`config.mk`:
```
export PLATFORM = sky130hd
export DESIGN_NAME = uart_program_loader
export DESIGN_NICKNAME = d
export VERILOG_FILES = /design/src/rtl/uart_loader_pkg.sv /design/src/rtl/uart_tx_sequencer.sv /design/src/rtl/uart_program_loader.sv
export SDC_FILE = /design/constraint.sdc
export NUM_CORES = 1
export LEC_CHECK = 0
export ABC_AREA = 1
export BUFFER_PORTS_ARGS = -buffer_cell sky130_fd_sc_hd__buf_2
export CAP_MARGIN = 15
export CORE_UTILIZATION = 30
export DETAILED_ROUTE_END_ITERATION = 12
export GPL_ROUTABILITY_DRIVEN = 0
export GPL_TIMING_DRIVEN = 0
export PLACE_DENSITY_LB_ADDON = 0.2
export SLEW_MARGIN = 20
export SYNTH_ARGS = -nofsm -noshare
export SYNTH_HDL_FRONTEND = slang
export SYNTH_HIERARCHICAL = 1
export SYNTH_SLANG_ARGS = --single-unit
```
`constraint.sdc`:
```
create_clock -name clk -period 4.4 [get_ports clk]
set_input_delay 0.66 -clock clk [delete_from_list [all_inputs] [get_ports clk]]
set_output_delay 0.66 -clock clk [all_outputs]
set_load 0.005 [all_outputs]
```
`src/rtl/uart_loader_pkg.sv`:
```
// Shared types and defaults for the UART program loader.
// State and TX-sequencer encodings, boot/ready byte defaults, bytes per imem word.
package uart_loader_pkg;

    localparam logic [7:0]  BOOT_BYTE_DEF  = 8'h99;
    localparam logic [7:0]  READY_BYTE_DEF = 8'hAA;
    localparam int unsigned WORD_BYTES     = 4;

    typedef enum logic [2:0] {
        SEND_BOOT,
        SIZE,
        PROG,
        SEND_SUM,
        SEND_READY,
        RUN,
        ERROR
    } state_t;

    typedef enum logic [1:0] {
        TX_IDLE,
        TX_START,
        TX_GUARD,
        TX_WAIT
    } tx_state_t;

endpackage

```
`src/rtl/uart_tx_sequencer.sv`:
```
// Launches one byte on UART_TX: one-cycle tx_start, a guard cycle where tx_busy is
// ignored, then waits for tx_busy low. send_ack marks launch, send_done marks line free.
module uart_tx_sequencer
    import uart_loader_pkg::*;
(
    input  logic       clk,
    input  logic       reset,
    input  logic       send_req,
    input  logic [7:0] send_byte,
    input  logic       tx_busy,
    output logic       tx_start,
    output logic [7:0] tx_sdata,
    output logic       send_ack,
    output logic       send_done
);

    tx_state_t state, next_state;

    always_ff @(posedge clk) begin
        if (reset) begin
            state    <= TX_IDLE;
            tx_sdata <= '0;
        end else begin
            state <= next_state;
            if (send_ack) begin
                tx_sdata <= send_byte;
            end
        end
    end

    always_comb begin
        next_state = state;
        case (state)
            TX_IDLE:  if (send_req && !tx_busy) next_state = TX_START;
            TX_START: next_state = TX_GUARD;
            TX_GUARD: next_state = TX_WAIT;
            TX_WAIT:  if (!tx_busy) next_state = TX_IDLE;
            default:  next_state = TX_IDLE;
        endcase
    end

    always_comb begin
        tx_start  = (state == TX_START);
        send_ack  = (state == TX_IDLE) && send_req && !tx_busy;
        send_done = (state == TX_WAIT) && !tx_busy;
    end

endmodule

```
`src/rtl/uart_program_loader.sv`:
```
// Boot sequencer: sends BOOT_BYTE, receives size and program into imem, sends READY_BYTE,
// then releases the core. Define UART_PROGRAM_LOADER_CHECKSUM_EN to send a byte sum first.
module uart_program_loader
    import uart_loader_pkg::*;
#(
    parameter int unsigned IMEM_ADDR_WIDTH = 14,
    parameter logic [7:0]  BOOT_BYTE       = BOOT_BYTE_DEF,
    parameter logic [7:0]  READY_BYTE      = READY_BYTE_DEF
) (
    input  logic                       clk,
    input  logic                       reset,
    input  logic [7:0]                 rx_rdata,
    input  logic                       rx_rdata_ready,
    input  logic                       rx_ferr,
    output logic [7:0]                 tx_sdata,
    output logic                       tx_start,
    input  logic                       tx_busy,
    output logic                       imem_we,
    output logic [IMEM_ADDR_WIDTH-1:0] imem_addr,
    output logic [31:0]                imem_wdata,
    output logic                       uart_owned,
    output logic                       core_run,
    output logic                       load_err
);

    localparam logic [32:0] CAPACITY = 33'(WORD_BYTES) << IMEM_ADDR_WIDTH;

`ifdef UART_PROGRAM_LOADER_CHECKSUM_EN
    localparam state_t AFTER_PROG = SEND_SUM;
    logic [7:0] sum;
`else
    localparam state_t AFTER_PROG = SEND_READY;
`endif

    state_t      state, next_state;
    logic [31:0] count;
    logic [31:0] size;
    logic [31:0] word_buf;
    logic        ready_sent;
    logic        send_req;
    logic [7:0]  send_byte;
    logic        send_ack;
    logic        send_done;
    logic        rx_ok;
    logic [1:0]  lane;
    logic        last_byte;
    logic [31:0] size_full;
    logic [31:0] word;

    assign rx_ok     = rx_rdata_ready && !rx_ferr;
    assign lane      = count[1:0];
    assign last_byte = (count == size - 32'd1);
    assign size_full = {rx_rdata, size[23:0]};
    // Upper lanes of word_buf are always zero, which gives the padding of a partial word.
    assign word      = word_buf | ({24'b0, rx_rdata} << {lane, 3'b000});

    uart_tx_sequencer u_tx_seq (
        .clk       (clk),
        .reset     (reset),
        .send_req  (send_req),
        .send_byte (send_byte),
        .tx_busy   (tx_busy),
        .tx_start  (tx_start),
        .tx_sdata  (tx_sdata),
        .send_ack  (send_ack),
        .send_done (send_done)
    );

    always_ff @(posedge clk) begin
        if (reset) begin
            state <= SEND_BOOT;
        end else begin
            state <= next_state;
        end
    end

    always_comb begin
        next_state = state;
        case (state)
            SEND_BOOT: if (send_ack) next_state = SIZE;
            SIZE: begin
                if (rx_rdata_ready) begin
                    if (rx_ferr) begin
                        next_state = ERROR;
                    end else if (lane == 2'd3) begin
                        if (size_full == 32'd0) begin
                            next_state = AFTER_PROG;
                        end else if ({1'b0, size_full} > CAPACITY) begin
                            next_state = ERROR;
                        end else begin
                            next_state = PROG;
                        end
                    end
                end
            end
            PROG: begin
                if (rx_rdata_ready) begin
                    if (rx_ferr) begin
                        next_state = ERROR;
                    end else if (last_byte) begin
                        next_state = AFTER_PROG;
                    end
                end
            end
`ifdef UART_PROGRAM_LOADER_CHECKSUM_EN
            SEND_SUM: if (send_ack) next_state = SEND_READY;
`endif
            // ready_sent keeps a trailing send_done from an earlier byte from ending this state.
            SEND_READY: if (ready_sent && send_done) next_state = RUN;
            default: next_state = state;
        endcase
    end

    always_comb begin
        uart_owned = 1'b1;
        core_run   = 1'b0;
        load_err   = 1'b0;
        send_req   = 1'b0;
        send_byte  = BOOT_BYTE;
        case (state)
            SEND_BOOT: send_req = 1'b1;
`ifdef UART_PROGRAM_LOADER_CHECKSUM_EN
            SEND_SUM: begin
                send_req  = 1'b1;
                send_byte = sum;
            end
`endif
            SEND_READY: begin
                send_req  = !ready_sent;
                send_byte = READY_BYTE;
            end
            RUN: begin
                uart_owned = 1'b0;
                core_run   = 1'b1;
            end
            ERROR: load_err = 1'b1;
            default: ;
        endcase
    end

    always_ff @(posedge clk) begin
        if (reset) begin
            count      <= '0;
            size       <= '0;
            word_buf   <= '0;
            ready_sent <= 1'b0;
            imem_we    <= 1'b0;
            imem_addr  <= '0;
            imem_wdata <= '0;
`ifdef UART_PROGRAM_LOADER_CHECKSUM_EN
            sum        <= '0;
`endif
        end else begin
            imem_we <= 1'b0;
            if (state == SEND_READY && send_ack) begin
                ready_sent <= 1'b1;
            end
            case (state)
                SIZE: begin
                    if (rx_ok) begin
                        size[{lane, 3'b000} +: 8] <= rx_rdata;
                        count    <= (lane == 2'd3) ? '0 : count + 32'd1;
                        word_buf <= '0;
                    end
                end
                PROG: begin
                    if (rx_ok) begin
                        count <= count + 32'd1;
`ifdef UART_PROGRAM_LOADER_CHECKSUM_EN
                        sum   <= sum + rx_rdata;
`endif
                        if (lane == 2'd3 || last_byte) begin
                            imem_we    <= 1'b1;
                            imem_addr  <= count[IMEM_ADDR_WIDTH+1:2];
                            imem_wdata <= word;
                            word_buf   <= '0;
                        end else begin
                            word_buf <= word;
                        end
                    end
                end
                default: ;
            endcase
        end
    end

endmodule
```
# After elaboration in Yosys (flattened, before gate mapping)

Cells that the tools add are included.
Widths: inputs -> output; s select.

$add $sub $neg: 3
$mul: 0
Div/mod/pow operators: 0
Magnitude comparators: 1
Equal/unequal tests: 20
Shifts and indexed selects: 3
Multiplexer cells: 29
Bitwise operators: 3
Reduce and logical (&&, ||, !) cells: 22

Operators with widths:

| operator               | count |
|---|---|
| $mux 32                | 6 |
| $pmux 32 s2            | 2 |
| $add 32x1->32 const B  | 1 |
| $bwmux 32              | 1 |
| $eq 32x32->1           | 1 |
| $gt 32x17->1 const B   | 1 |
| $logic_not 32->1       | 1 |
| $or 32x32->32          | 1 |
| $shift 8x7->32 const A | 1 |
| $shiftx 8x7->32        | 1 |
| $shl 8x5->32           | 1 |
| $sub 32x1->32 const B  | 1 |
| $mux 3                 | 10 |
| $ne 2x2->1 const B     | 7 |
| $pmux 3 s4             | 1 |
| $eq 3x3->1 const B     | 3 |
| $pmux 2 s4             | 1 |
| $logic_and 1x1->1      | 7 |
| $neg 5->7              | 1 |
| $reduce_and 7->1       | 1 |
| $eq 2x2->1 const B     | 3 |
| $mux 6                 | 1 |
| $ne 3x3->1 const B     | 2 |
| $reduce_and 3->1       | 2 |
| 16 further kinds       | 24 |

Bits in registers: 157
Bits in latches: 0
Memory bits (writable): 0
Bits in read-only memories: 0
Output and inout port bits: 59
Memories kept: 0

# Depth between registers and ports, before layout

Depth after elaboration: 7
Depth in mapped cells: 19
Gate-level depth less buffers: 18

# Modules after synthesis

The synthesis kept the hierarchy.

By module, submodules not included:

| module              | times used | cells each | area each (µm²) |
|---|---|---|---|
| uart_program_loader | 1          | 1170       | 7901.3 |
| uart_tx_sequencer   | 1          | 60         | 475.5 |

# Worst setup path after synthesis

OpenSTA, ideal clock, no wires.

Path kind: reg2reg
From: reg count[1]
To: reg size[23]
Data arrival time: 2.434 ns
Required time: 4.330 ns
Path slack: 1.895 ns
Stages on the path, launching flop included: 10
Period minus slack after synthesis: 2.505 ns
Cells stage by stage: dfxtp_1 > buf_1 > inv_2 > clkbuf_1 > ha_1 > inv_1 > nor2_1 > clkbuf_1 > or3b_2 > a21oi_1

Longest elaborated chain between the ends: 3
Elaborated cells on any way between the ends: 4
Those cells by class: add/sub: 1; shift: 2; mux: 1

RTL lines:

| element                                                  | RTL line                   | RTL |
|---|---|---|
| start: declaration                                       | uart_program_loader.sv:36  | `logic [31:0] count;` |
| start signal: assignment                                 | uart_program_loader.sv:162 | `count <= (lane == 2'd3) ? '0 : count + 32'd1;` |
| start signal: assignment                                 | uart_program_loader.sv:168 | `count <= count + 32'd1;` |
| $neg 5->7 (*)                                            | uart_program_loader.sv:161 | `size[{lane, 3'b000} +: 8] <= rx_rdata;` |
| $shiftx 8x7->32 / $shift 8x7->32 (equally long branches) | uart_program_loader.sv:161 |  |
| $bwmux 32 (*)                                            | uart_program_loader.sv:161 |  |
| end signal: indexed assignment                           | uart_program_loader.sv:161 |  |
| end: declaration                                         | uart_program_loader.sv:37  | `logic [31:0] size;` |

Mark *: on every way between the ends. The rest lies on a longest branch, timed or not.
A chain may end at the register's enable or synchronous reset.

# Worst setup path in the final report

Ends and elaborated chain as after synthesis.

==> results list <==
- Summing the areas of all compound-gate instances in the mapped netlist gives 13.4% of the synthesized area.
- Setup violations remaining at the end of the flow were counted as 0.
* Run status: completed
- For flop-to-flop paths, the worst setup slack is 1210 ps.
- Cells with a size suffix above 1 make up 12.7% of the layout.
* R2r startpoint: count[1]
* CP Capture Type: flop
- For this design, the CTS-stage hold fixing added 0 buffers.
- Adder-Cell Fraction of Synth Area: 1.94%
* Kind of critical path: reg2reg
- Start point of the critical path: count[1]
* Vias per cell: 4.78
- Average wire per standard cell: 15.1 µm
- Largest fanout on the critical path: 12
- For this configuration, the core starts out at a cell density of 30.8%.
* Count of state elements after synthesis: 157
- Summing every instance area after synthesis gives 8380 µm².
* Seq/Total Area, Yosys: 37.5%
- Largest family of logic cells by synthesized area: simple AND/OR/NAND/NOR gates
* Final total negative setup slack: 0 ps
- Worst slew margin: 48.2%
- Nature of the critical path startpoint: flop
* Count of buffers from port buffering: 71
* DRT Pass-1 Iters: 5
- The worst-case IR drop observed on VDD is 0.232 mV.
* CTS H-tree lvls: 4
- Distinct cell type count after synthesis: 43
- Counting the buffers created by CTS gives 17.
* Fraction of synthesized cell area in xor and xnor cells: 3.24%
- Classification of the worst-slack hold path: reg2reg
- Share of flip-flops with an asynchronous set or reset after synthesis: 0%
- The floorplan step set the die height to 169 µm.
* Half-perimeter wire length after detailed placement: 19.9 mm
- Data required time of the critical path: 4770 ps
- TritonCTS built the clock tree.
- Among all flip-flop cells after synthesis, the most frequent one is dfxtp_1.
- Number of standard cells after synthesis: 1230
- Reg area: 3140 µm²
* Slew at the pin closest to its max-slew limit: 777 ps
- Area share of the largest cell type after synthesis: 37.5%
- Global-route total usage across every layer: 18.6%
- Total overflow reported by the global router: 0
- Clock tree sinks: 157
- The hold violation total from the final report came to 0.
* Die span in x: 169 µm
- Clock tree synthesis selected as its root buffer the cell clkbuf_16.
- The synthesized netlist devotes 35.7% of its cell area to simple gates.
- A synthesized cell averages 6.81 µm².
- Cell count after placement: 1675
- Entering global routing, the biggest net connects 19 pins.
* Multiplexer area fraction after synthesis: 0%
- Maximum frequency from static timing analysis: 314 MHz
- Number of max-capacitance violations reported: 0
* # Post-CTS Setup Buffers: 0
* Pleak: 4.31 nW
* Total wire length: 25.8 mm
- The floorplan step defined a core boundary enclosing 27200 µm².
- Compared with the post-synthesis result, the final layout area differs by 17.1%.
- The die covers 28600 µm².
* Utilization after layout: 36.1%
- Synth warnings: 6
- Endpoint of the most critical register-to-register path: size[23]
* # diodes: 0
* Biggest area consumer among synthesized cells: dfxtp_1
* Clk Latency, worst-skew pair: 440 ps
* Layout Skew: 14.8 ps
- Post-route ant nets: 0
* Power Density: 423 nW/µm²
* Most numerous cell types in the synthesized netlist: nand2_1, dfxtp_1, nor2_1, a21oi_1, inv_1
- IO Count: 72
- Most area-consuming cells after synthesis: dfxtp_1, nand2_1, a21oi_1, nor2_1, inv_1
- Wire length of the first global-routing pass: 41.5 mm
- Number of max-slew violations in the final report: 0
- After the flow finishes, the layout carries non-filler instances totaling 1707.
- Setup repair after global routing left no endpoint under its margin.
- Summing all multi-input logic gate instances after layout gives 4570 µm².
- Remaining DRCs: 0
* Shortest clock period the worst path allows after layout: 3190 ps
- Arrival time at the worst endpoint: 3550 ps
- Final net count: 1348
* Number of design-rule violations left by the first detailed-router iteration: 531
- After clock tree synthesis, the clock-pin slew on the worst setup and hold paths is 80 ps.
- Summing over every cut layer, the via total after detailed routing is 8160.
- The most critical setup path has its endpoint at size[23].
- The initial antenna violation count came to 0.
- Post-cts sizing count: 0
- Cell depth of the worst flop-to-flop path: 9
- Number of global-route vias before repair: 7721
- The synthesized design contains 0 enable-type register cells.
* Filler Cells Inserted: 3024
- Rows: 60
- The worst path uses 72.5% of the clock period.
- Most common cell in the netlist: nand2_1
- Maximum clock insertion buffer count: 2
==> per-layer routing <==
metal | vias up | wire length (µm) | global-route usage [%]
met5 | - | 0 | 0
met4 | 0 | 493 | 5.99
met3 | 30 | 845 | 2.64
met2 | 151 | 12300 | 31.7
met1 | 3756 | 12100 | 24.2
li1 | 4223 | - | -
==> where the power goes <==
part	internal (mW)	switching (mW)
Sequential	1.48	0.0509
Clock	0.765	0.728
Combinational	0.363	0.762
Total	2.61	1.54
==> flip-flops by register name, indices dropped and copies added, names as in the netlist <==
register	flops
u_tx_seq/tx_sdata	8
size	32
u_tx_seq/state	2
imem_wdata	32
count	32
state	3
imem_we	1
ready_sent	1
word_buf	32
imem_addr	14
==> cell type report <==
type	count	share of cell area, %
Multi-Input combinational cell	908	46.6
Sequential cell	157	32.0
Tap cell	372	4.75
Inverter	118	4.58
Clock buffer	17	4.34
Timing Repair Buffer	71	3.62
Buffer	49	2.36
Clock inverter	15	1.74
==> cell usage in the layout, fill, tap and decap left out, types with 20 or more instances in the layout <==
cell,netlist,layout
nand2_1,298,298
dfxtp_1,157,157
nor2_1,151,151
a21oi_1,115,115
inv_1,111,111
buf_2,5,76
nand3_1,65,65
nand4_1,53,53
o21ai_0,48,48
o21bai_1,26,26
clkbuf_1,25,25
nor3_1,25,25
xor2_1,20,20
==> kinds of logic after synthesis <==
family	Yosys count
and+or+nand+nor	655
AOI/OAI and AO/OA	205
buffers and inverters	167
DFF	157
xor gates and xnor gates	31
adders and majority gates	13
other	2
==> critical path: stages (launching register included) <==
cell      delay (ps)
dfxtp_1          480
buf_1            440
inv_2            160
clkbuf_1         320
ha_1             390
inv_1             70
nor2_1           250
clkbuf_1         370
or3b_2           500
a21oi_1          130
==> worst min-delay path by stage <==
stage | startpoint | end | cells after the start
2_1_floorplan | ready_sent | ready_sent | 2
4_1_cts | ready_sent | ready_sent | 2
3_3_place_gp | ready_sent | ready_sent | 2
6_report | ready_sent | ready_sent | 2
3_5_place_dp | ready_sent | ready_sent | 2
5_1_grt | word_buf[18] | word_buf[18] | 2
==> stage by stage <==
stage	power [mW]	worst slack, ps	cell area (µm²)	hold slack, ps
4_1_cts	4.19	1210	9810	463
6_report	4.15	1210	9810	456
3_3_place_gp	2.69	1300	9210	445
3_5_place_dp	2.69	1220	9210	451
2_1_floorplan	2.38	1900	8380	430
5_1_grt	4.40	933	9810	479
Power figures use the tool's default switching activity.
